### src/rtl/lu_pkg.sv
// lu_pkg: operation codes and flag bundle shared by the logic unit pipeline.
package lu_pkg;
    typedef logic [2:0] lu_op_t;
    localparam lu_op_t OP_AND  = 3'd0;
    localparam lu_op_t OP_OR   = 3'd1;
    localparam lu_op_t OP_XOR  = 3'd2;
    localparam lu_op_t OP_NOT  = 3'd3;
    localparam lu_op_t OP_NAND = 3'd4;
    localparam lu_op_t OP_NOR  = 3'd5;
    localparam lu_op_t OP_XNOR = 3'd6;
    localparam lu_op_t OP_PASS = 3'd7;
    typedef struct packed {
        logic zero;
        logic par;
        logic ones;
    } lu_flags_t;
endpackage

### src/rtl/lu_core.sv
// lu_core: combinational bitwise operation with zero/parity/all-ones flags.
module lu_core
    import lu_pkg::*;
#(
    parameter int WIDTH = 8
) (
    input  logic [WIDTH-1:0] a,
    input  logic [WIDTH-1:0] y,
    input  lu_op_t           op,
    output logic [WIDTH-1:0] result,
    output logic             zero,
    output logic             par,
    output logic             ones
);
    always_comb begin
        result = y;
        case (op)
            OP_AND:  result = a & y;
            OP_OR:   result = a | y;
            OP_XOR:  result = a ^ y;
            OP_NOT:  result = ~a;
            OP_NAND: result = ~(a & y);
            OP_NOR:  result = ~(a | y);
            OP_XNOR: result = ~(a ^ y);
            default: result = y;
        endcase
    end
    assign zero = ~|result;
    assign par  = ^result;
    assign ones = &result;
endmodule

### src/rtl/logic_unit_pipe.sv
// logic_unit_pipe: registered logic unit with accumulator chaining and a
// single-entry valid/ready output stage.
module logic_unit_pipe
    import lu_pkg::*;
#(
    parameter int WIDTH = 8,
    parameter int CNTW  = 8
) (
    input  logic             clk,
    input  logic             rst_n,
    input  logic             in_valid,
    output logic             in_ready,
    input  logic [WIDTH-1:0] x,
    input  logic [WIDTH-1:0] y,
    input  logic [2:0]       op,
    input  logic             acc_sel,
    input  logic             acc_wr,
    input  logic             acc_clr,
    output logic             out_valid,
    input  logic             out_ready,
    output logic [WIDTH-1:0] f,
    output logic             zero,
    output logic             par,
    output logic             ones,
    output logic [WIDTH-1:0] acc,
    output logic [CNTW-1:0]  count
);
    logic [WIDTH-1:0] a, res, f_q, f_d, acc_q, acc_d;
    logic [CNTW-1:0]  count_q, count_d;
    logic             out_valid_q, out_valid_d, in_xfer;
    lu_flags_t        flg, flags_q, flags_d;

    assign a = acc_sel ? acc_q : x;

    lu_core #(.WIDTH(WIDTH)) u_core (
        .a      (a),
        .y      (y),
        .op     (lu_op_t'(op)),
        .result (res),
        .zero   (flg.zero),
        .par    (flg.par),
        .ones   (flg.ones)
    );

    assign in_ready = rst_n && (!out_valid_q || out_ready);
    assign in_xfer  = in_valid && in_ready;

    // Clear beats a concurrent write; the transfer itself already used the old acc.
    always_comb begin
        f_d         = in_xfer ? res : f_q;
        flags_d     = in_xfer ? flg : flags_q;
        out_valid_d = in_xfer || (out_valid_q && !out_ready);
        count_d     = count_q + CNTW'(in_xfer);
        acc_d       = acc_clr ? '0 : (in_xfer && acc_wr) ? res : acc_q;
    end

    always_ff @(posedge clk) begin
        if (!rst_n) begin
            f_q         <= '0;
            flags_q     <= '{zero: 1'b1, par: 1'b0, ones: 1'b0};
            out_valid_q <= 1'b0;
            count_q     <= '0;
            acc_q       <= '0;
        end else begin
            f_q         <= f_d;
            flags_q     <= flags_d;
            out_valid_q <= out_valid_d;
            count_q     <= count_d;
            acc_q       <= acc_d;
        end
    end

    assign out_valid = out_valid_q;
    assign f         = f_q;
    assign zero      = flags_q.zero;
    assign par       = flags_q.par;
    assign ones      = flags_q.ones;
    assign acc       = acc_q;
    assign count     = count_q;
endmodule

### config.mk
export PLATFORM = sky130hd
export DESIGN_NAME = logic_unit_pipe
export DESIGN_NICKNAME = d
export VERILOG_FILES = /design/src/rtl/lu_pkg.sv /design/src/rtl/lu_core.sv /design/src/rtl/logic_unit_pipe.sv
export SDC_FILE = /design/constraint.sdc
export NUM_CORES = 1
export LEC_CHECK = 0
export CAP_MARGIN = 15
export CORE_AREA = 4 4 72 74
export CTS_CLUSTER_DIAMETER = 50
export DETAILED_ROUTE_END_ITERATION = 10
export DIE_AREA = 0 0 76 78
export PLACE_DENSITY = 0.83
export SLEW_MARGIN = 10
export SYNTH_ARGS = -nofsm -noshare
export SYNTH_HDL_FRONTEND = slang
export SYNTH_SLANG_ARGS = --single-unit
### constraint.sdc
create_clock -name clk -period 3.95 [get_ports clk]
set_input_delay 0.79 -clock clk [delete_from_list [all_inputs] [get_ports clk]]
set_output_delay 0.79 -clock clk [all_outputs]
set_load 0.005 [all_outputs]
# After elaboration in Yosys (flattened, before gate mapping)
# Index checks and enable logic that the tools add are counted.
# totals
reg_bits	28
latchBits	0
ram_bits	0
romBits	0
elab_cells	38
memories	0
# op_classes
addsub	1
mul	0
div_mod_pow	0
magnitude_cmp	0
eq_ne	6
shift	0
mux	2
bitwise	8
n_reduce_logical	14
# ops
op	n
$pmux W8 S7	1
$not A8 Y8	4
$eq A3 B3 Y1 const B	3
$add A8 B1 Y8	1
$and A8 B8 Y8	1
$mux W8	1
$or A8 B8 Y8	1
$reduce_and A8 Y1	1
$reduce_or A8 Y1	1
$reduce_xor A8 Y1	1
$xor A8 B8 Y8	1
$eq A3 B2 Y1 const B	2
$logic_and A1 B1 Y1	4
$eq A3 B1 Y1 const B	1
$logic_not A1 Y1	3
$logic_not A3 Y1	1
$logic_or A1 B1 Y1	2
$reduce_or A2 Y1	1
$not A1 Y1	1

# Longest topological paths before layout
# depth
ltp_word	6
mapped_depth	15

# By module
# From an unflattened synthesis, not the netlist that was laid out.
# unflattened
cells_unflattened	276
area_unflattened_um2	2238.4
# modules_own_cells
mod	instances	cells_each	area_per_inst_um2	seq_area_each_um2
logic_unit_pipe	1	138	1228.7	560.5
lu_core	1	138	1009.7	0.0

# Least setup slack after synthesis
# No wires, ideal clock.
# synth_path
path_type	input-to-reg
from	in acc_sel
to	reg flags_q (netlist bit par)
setup_time_ns	0.125
t_arrival_ns	3.065
slack_ns	0.760
stages	12
n_path_buf	1
path_cell_list	buf_6 > mux2i_1 > ha_1 > mux4_2 > mux2i_4 > inv_1 > ha_1 > xnor2_1 > xnor2_1 > xnor2_1 > xnor2_1 > o21ai_1
# synth_between
elab_chain_len	5
elab_cells_between_ends	10
# synth_lines
element	line_no	rtl
start, declared	logic_unit_pipe.sv:16	input logic acc_sel,
$mux W8 *	logic_unit_pipe.sv:33	assign a = acc_sel ? acc_q : x;
$xor A8 B8 Y8, or another cell as far along	lu_core.sv:20, lu_core.sv:24	
$not A8 Y8 (on tied branches)	lu_core.sv:24, lu_core.sv:22, lu_core.sv:23	
$pmux W8 S7 *	lu_core.sv:17	case (op)
$reduce_xor A8 Y1 *	lu_core.sv:29	assign par = ^result;
end signal, assigned	logic_unit_pipe.sv:60	flags_q <= '{zero: 1'b1, par: 1'b0, ones: 1'b0};
end signal, assigned	logic_unit_pipe.sv:66	flags_q <= flags_d;
end, declared	logic_unit_pipe.sv:31	lu_flags_t flg, flags_q, flags_d;
# Mark *: on every way between the ends. The rest lies on a longest branch, timed or not.
# A chain may end at the register's enable or synchronous reset.

# Worst setup path in the final report
# Same ends and word-level chain as after synthesis.

==> metrics.txt <==
# TYPE chip_impl_metric gauge
chip_impl_metric{name="route.vias.total",unit=""} 1907
chip_impl_metric{name="placed_cell_area",unit="um^2"} 2741
chip_impl_metric{name="yosysWarnings",unit=""} 0
chip_impl_metric{name="placement.io_buffers",unit=""} 54
chip_impl_metric{name="cell_area_after_layout",unit="um^2"} 2796
chip_impl_info{name="synth_ff_type",value="dfxtp_1"} 1
chip_impl_metric{name="mappedNetlistArea",unit="um^2"} 2136
chip_impl_info{name="setup_crit_end_kind",value="register"} 1
chip_impl_info{name="mostFrequentLayoutCells",value="54 x clkdlybuf4s50_1, 30 x inv_1, 28 x dfxtp_1"} 1
chip_impl_info{name="clockRootBuffer",value="clkbuf_8"} 1
chip_impl_metric{name="synth.net_count",unit=""} 302
chip_impl_info{name="min_to",value="f[1]"} 1
chip_impl_metric{name="final.setup_skew",unit="ns"} 0.008002
chip_impl_metric{name="setup_viol",unit=""} 0
chip_impl_metric{name="power.static_leakage",unit="nW"} 1.229
chip_impl_metric{name="fin_total_pwr",unit="mW"} 0.7497
chip_impl_metric{name="io_pins",unit=""} 55
chip_impl_metric{name="worst_setup_hold_path_clk_slew",unit="ns"} 0.09
chip_impl_metric{name="fp.dieH",unit="um"} 78
chip_impl_info{name="crit-reg2reg-capture",value="par"} 1
chip_impl_metric{name="hold_viol",unit=""} 0
chip_impl_metric{name="worst_ir_drop_vdd",unit="mV"} 0.1739
chip_impl_metric{name="cp_data_arrival_time",unit="ns"} 3.73
chip_impl_metric{name="switching_power_summed_over_all_nets",unit="mW"} 0.2191
chip_impl_metric{name="die-area",unit="um^2"} 5928
chip_impl_metric{name="synth_sequential_area_ratio",unit="%"} 26.24
chip_impl_metric{name="cts_buffer_depth",unit=""} 2
chip_impl_info{name="holdCritStartpoint",value="f[1]"} 1
chip_impl_metric{name="cts_resized",unit=""} 0
chip_impl_metric{name="drt-pass1-iter-count",unit=""} 4
chip_impl_metric{name="final_worst_path_cycle_share",unit="%"} 90.23
chip_impl_metric{name="cellInternalPower",unit="mW"} 0.5306
chip_impl_metric{name="largest_net_degree_at_the_start_of_global_routing",unit=""} 22
chip_impl_metric{name="layout-area-overhead-vs-synth",unit="%"} 30.93
chip_impl_metric{name="netlist-cell-type-count",unit=""} 48
chip_impl_info{name="tritoncts",value="yes"} 1
chip_impl_metric{name="insertion_delay",unit="ns"} 0.27
chip_impl_metric{name="std_cell_rows",unit=""} 25
chip_impl_metric{name="fp.dieW",unit="um"} 76
chip_impl_metric{name="sequential_power_share",unit="%"} 41.1
chip_impl_metric{name="diodes",unit=""} 0
chip_impl_metric{name="maxSlewHeadroom",unit="%"} 61.33
chip_impl_info{name="min_path_type",value="reg2reg"} 1
chip_impl_metric{name="drt_first_iter_violations",unit=""} 71
chip_impl_info{name="grt_setup_unrepaired",value="no"} 1
chip_impl_info{name="outcome",value="complete, no violations"} 1
chip_impl_info{name="critical_path_launch_point_type",value="primary input"} 1
chip_impl_metric{name="grt_use_total",unit="%"} 16.97
chip_impl_metric{name="cell_pwr_density",unit="nW/um^2"} 268.1
chip_impl_metric{name="initial_utilization",unit="%"} 46.45
chip_impl_metric{name="reg2reg_depth",unit=""} 11
chip_impl_metric{name="max_slew.worst_pin.slew",unit="ns"} 0.5782
chip_impl_metric{name="final_cell_count_without_fillers",unit=""} 362
chip_impl_metric{name="gr-total-overflow",unit=""} 0
chip_impl_metric{name="final.setup.tns",unit="ns"} 0
chip_impl_metric{name="cp_max_fo",unit=""} 5
chip_impl_metric{name="gp_congestion",unit=""} 0.8062
chip_impl_metric{name="hold-path-cell-count",unit=""} 2
chip_impl_metric{name="core_region_area",unit="um^2"} 4598
chip_impl_metric{name="vias_in_the_first_global_route",unit=""} 1833
chip_impl_metric{name="p_sw_share",unit="%"} 29.22
chip_impl_info{name="r2r_start",value="acc[5]"} 1
chip_impl_metric{name="async_reset_ff_share",unit="%"} 0
chip_impl_metric{name="maxCapViolations",unit=""} 0
chip_impl_metric{name="cts_hold_buf",unit=""} 0
chip_impl_metric{name="cts.sink_count",unit=""} 28
chip_impl_metric{name="place_worst_setup_slack",unit="ns"} 0.09536
chip_impl_metric{name="finalCoreUtilization",unit="%"} 60.82
chip_impl_metric{name="synth-edff-count",unit=""} 0
chip_impl_metric{name="finalHoldWorstSlack",unit="ns"} 0.4722
chip_impl_metric{name="rrSetupSlack",unit="ns"} 1.26
chip_impl_metric{name="grt_antenna_before_repair",unit=""} 0
chip_impl_metric{name="detail_route.drc_violations",unit=""} 0
chip_impl_metric{name="place_inst",unit=""} 358
chip_impl_metric{name="fmax",unit="GHz"} 0.2806
chip_impl_metric{name="cts-buffers-inserted",unit=""} 3
chip_impl_metric{name="postSynthCellCount",unit=""} 253
chip_impl_info{name="worst-setup-path-type",value="in2reg"} 1
chip_impl_metric{name="finalNetCount",unit=""} 358
chip_impl_metric{name="synth-seq-cells",unit=""} 28
chip_impl_metric{name="drt-wirelength-per-cell",unit="um"} 13.78
chip_impl_metric{name="critPathRequiredTime",unit="ns"} 4.11
chip_impl_metric{name="drive_above_1_share",unit="%"} 10.71
chip_impl_metric{name="clock_power_share",unit="%"} 23.5
chip_impl_metric{name="final_critical_path_setup_slack",unit="ns"} 0.3859
chip_impl_metric{name="power.share.combinational",unit="%"} 35.4
chip_impl_metric{name="syn-mean-instance-area",unit="um^2"} 8.442
chip_impl_info{name="most_frequent_standard_cell_in_the_layout_excluding_fill_and_tap_cells",value="clkdlybuf4s50_1"} 1
chip_impl_metric{name="layout_min_cycle_time",unit="ns"} 3.564
chip_impl_metric{name="postCtsSetupRepairBufs",unit=""} 0
chip_impl_metric{name="dp_hpwl",unit="um"} 4104
chip_impl_metric{name="drt-vias-per-instance",unit=""} 5.268
chip_impl_metric{name="max_slew_violation_total_from_the_final_report",unit=""} 0
chip_impl_metric{name="drt_wl_total",unit="um"} 4990
chip_impl_metric{name="grt_pass1_wl",unit="um"} 8466
chip_impl_metric{name="htree_levels",unit=""} 1
chip_impl_metric{name="antenna_violating_nets_post_route",unit=""} 0
==> worst max-delay path by stage <==
stage	startpoint	to	slack [ns]
finish	acc_sel	par	0.39
global route	acc_sel	par	0.22
CTS	acc_sel	par	0.39
detailed placement	acc_sel	par	0.1
global placement	acc_sel	par	0.19
floorplan	acc_sel	par	0.76
==> cell families (layout without fill, tap and decap cells) <==
group	Yosys count	in the layout	synth area share [%]
and+or+nand+nor	73	73	17.22
AOI/OAI and AO/OA	51	51	17.28
buffers and inverters	49	104	10.31
DFF	28	28	26.24
adders and majority gates	23	23	13.47
muxes	16	16	10.13
xor gates and xnor gates	13	13	5.331
==> state kept, by name (all words and copies together), names as in the netlist <==
register and flops:
f 8, out_valid 1, par 1, count 8
ones 1, acc 8, zero 1
==> worst max-delay path, cell delays in order <==
cell and delay [ns]:
clkdlybuf4s50_1 0.63, mux2i_1 0.32, ha_1 0.29, mux4_2 0.48, mux2i_4 0.16, inv_1 0.06, ha_1 0.30, xnor2_1 0.19
xnor2_1 0.15, xnor2_1 0.15, xnor2_1 0.14, o21ai_1 0.07
==> synthesized netlist by cell type (3+ instances only) <==
| cell type | instances | area share, % |
|---|---|---|
| buf_6 | 3 | 1.6 |
| o21ai_0 | 16 | 3.7 |
| inv_1 | 30 | 5.3 |
| inv_2 | 3 | 0.53 |
| xnor2_1 | 8 | 3.3 |
| clkbuf_1 | 5 | 0.88 |
| xor2_1 | 5 | 2.1 |
| nor2b_1 | 3 | 0.88 |
| a21oi_1 | 8 | 1.9 |
| nand2b_1 | 3 | 0.88 |
| o221ai_1 | 3 | 1.2 |
| mux4_2 | 3 | 3.2 |
| mux2i_1 | 9 | 4.2 |
| nand2_1 | 13 | 2.3 |
| nor2_1 | 20 | 3.5 |
| nand3_1 | 18 | 4.2 |
| and2_1 | 6 | 1.8 |
| buf_2 | 5 | 1.2 |
| o21ai_1 | 5 | 1.2 |
| nor3b_1 | 3 | 1.1 |
| ha_1 | 23 | 13 |
| dfxtp_1 | 28 | 26 |
==> layout make-up <==
type	count	area, um^2
Clock buffer	4	55.05
Inverter	34	127.6
Timing Repair Buffer	66	630.6
Sequential cell	28	560.5
Fill cell	406	1802
Tap cell	54	67.56
Multi-Input combinational cell	176	1355
==> power groups by stage <==
| stage | clock, mW | combinational [mW] | sequential (mW) |
|---|---|---|---|
| after detailed placement | 0 | 0.266 | 0.315 |
| after floorplan | 0 | 0.166 | 0.315 |
| after global placement | 0 | 0.259 | 0.315 |
| final | 0.176 | 0.265 | 0.308 |
| after CTS | 0.178 | 0.268 | 0.308 |
| after global routing | 0.193 | 0.292 | 0.311 |
==> per-layer routing <==
layer,routed length [um],GRT usage [%]
met3,233,3.596
met4,56,3.025
met5,0,0
met2,2352,29.20
met1,2348,21.92
Power figures use the tool's default switching activity.
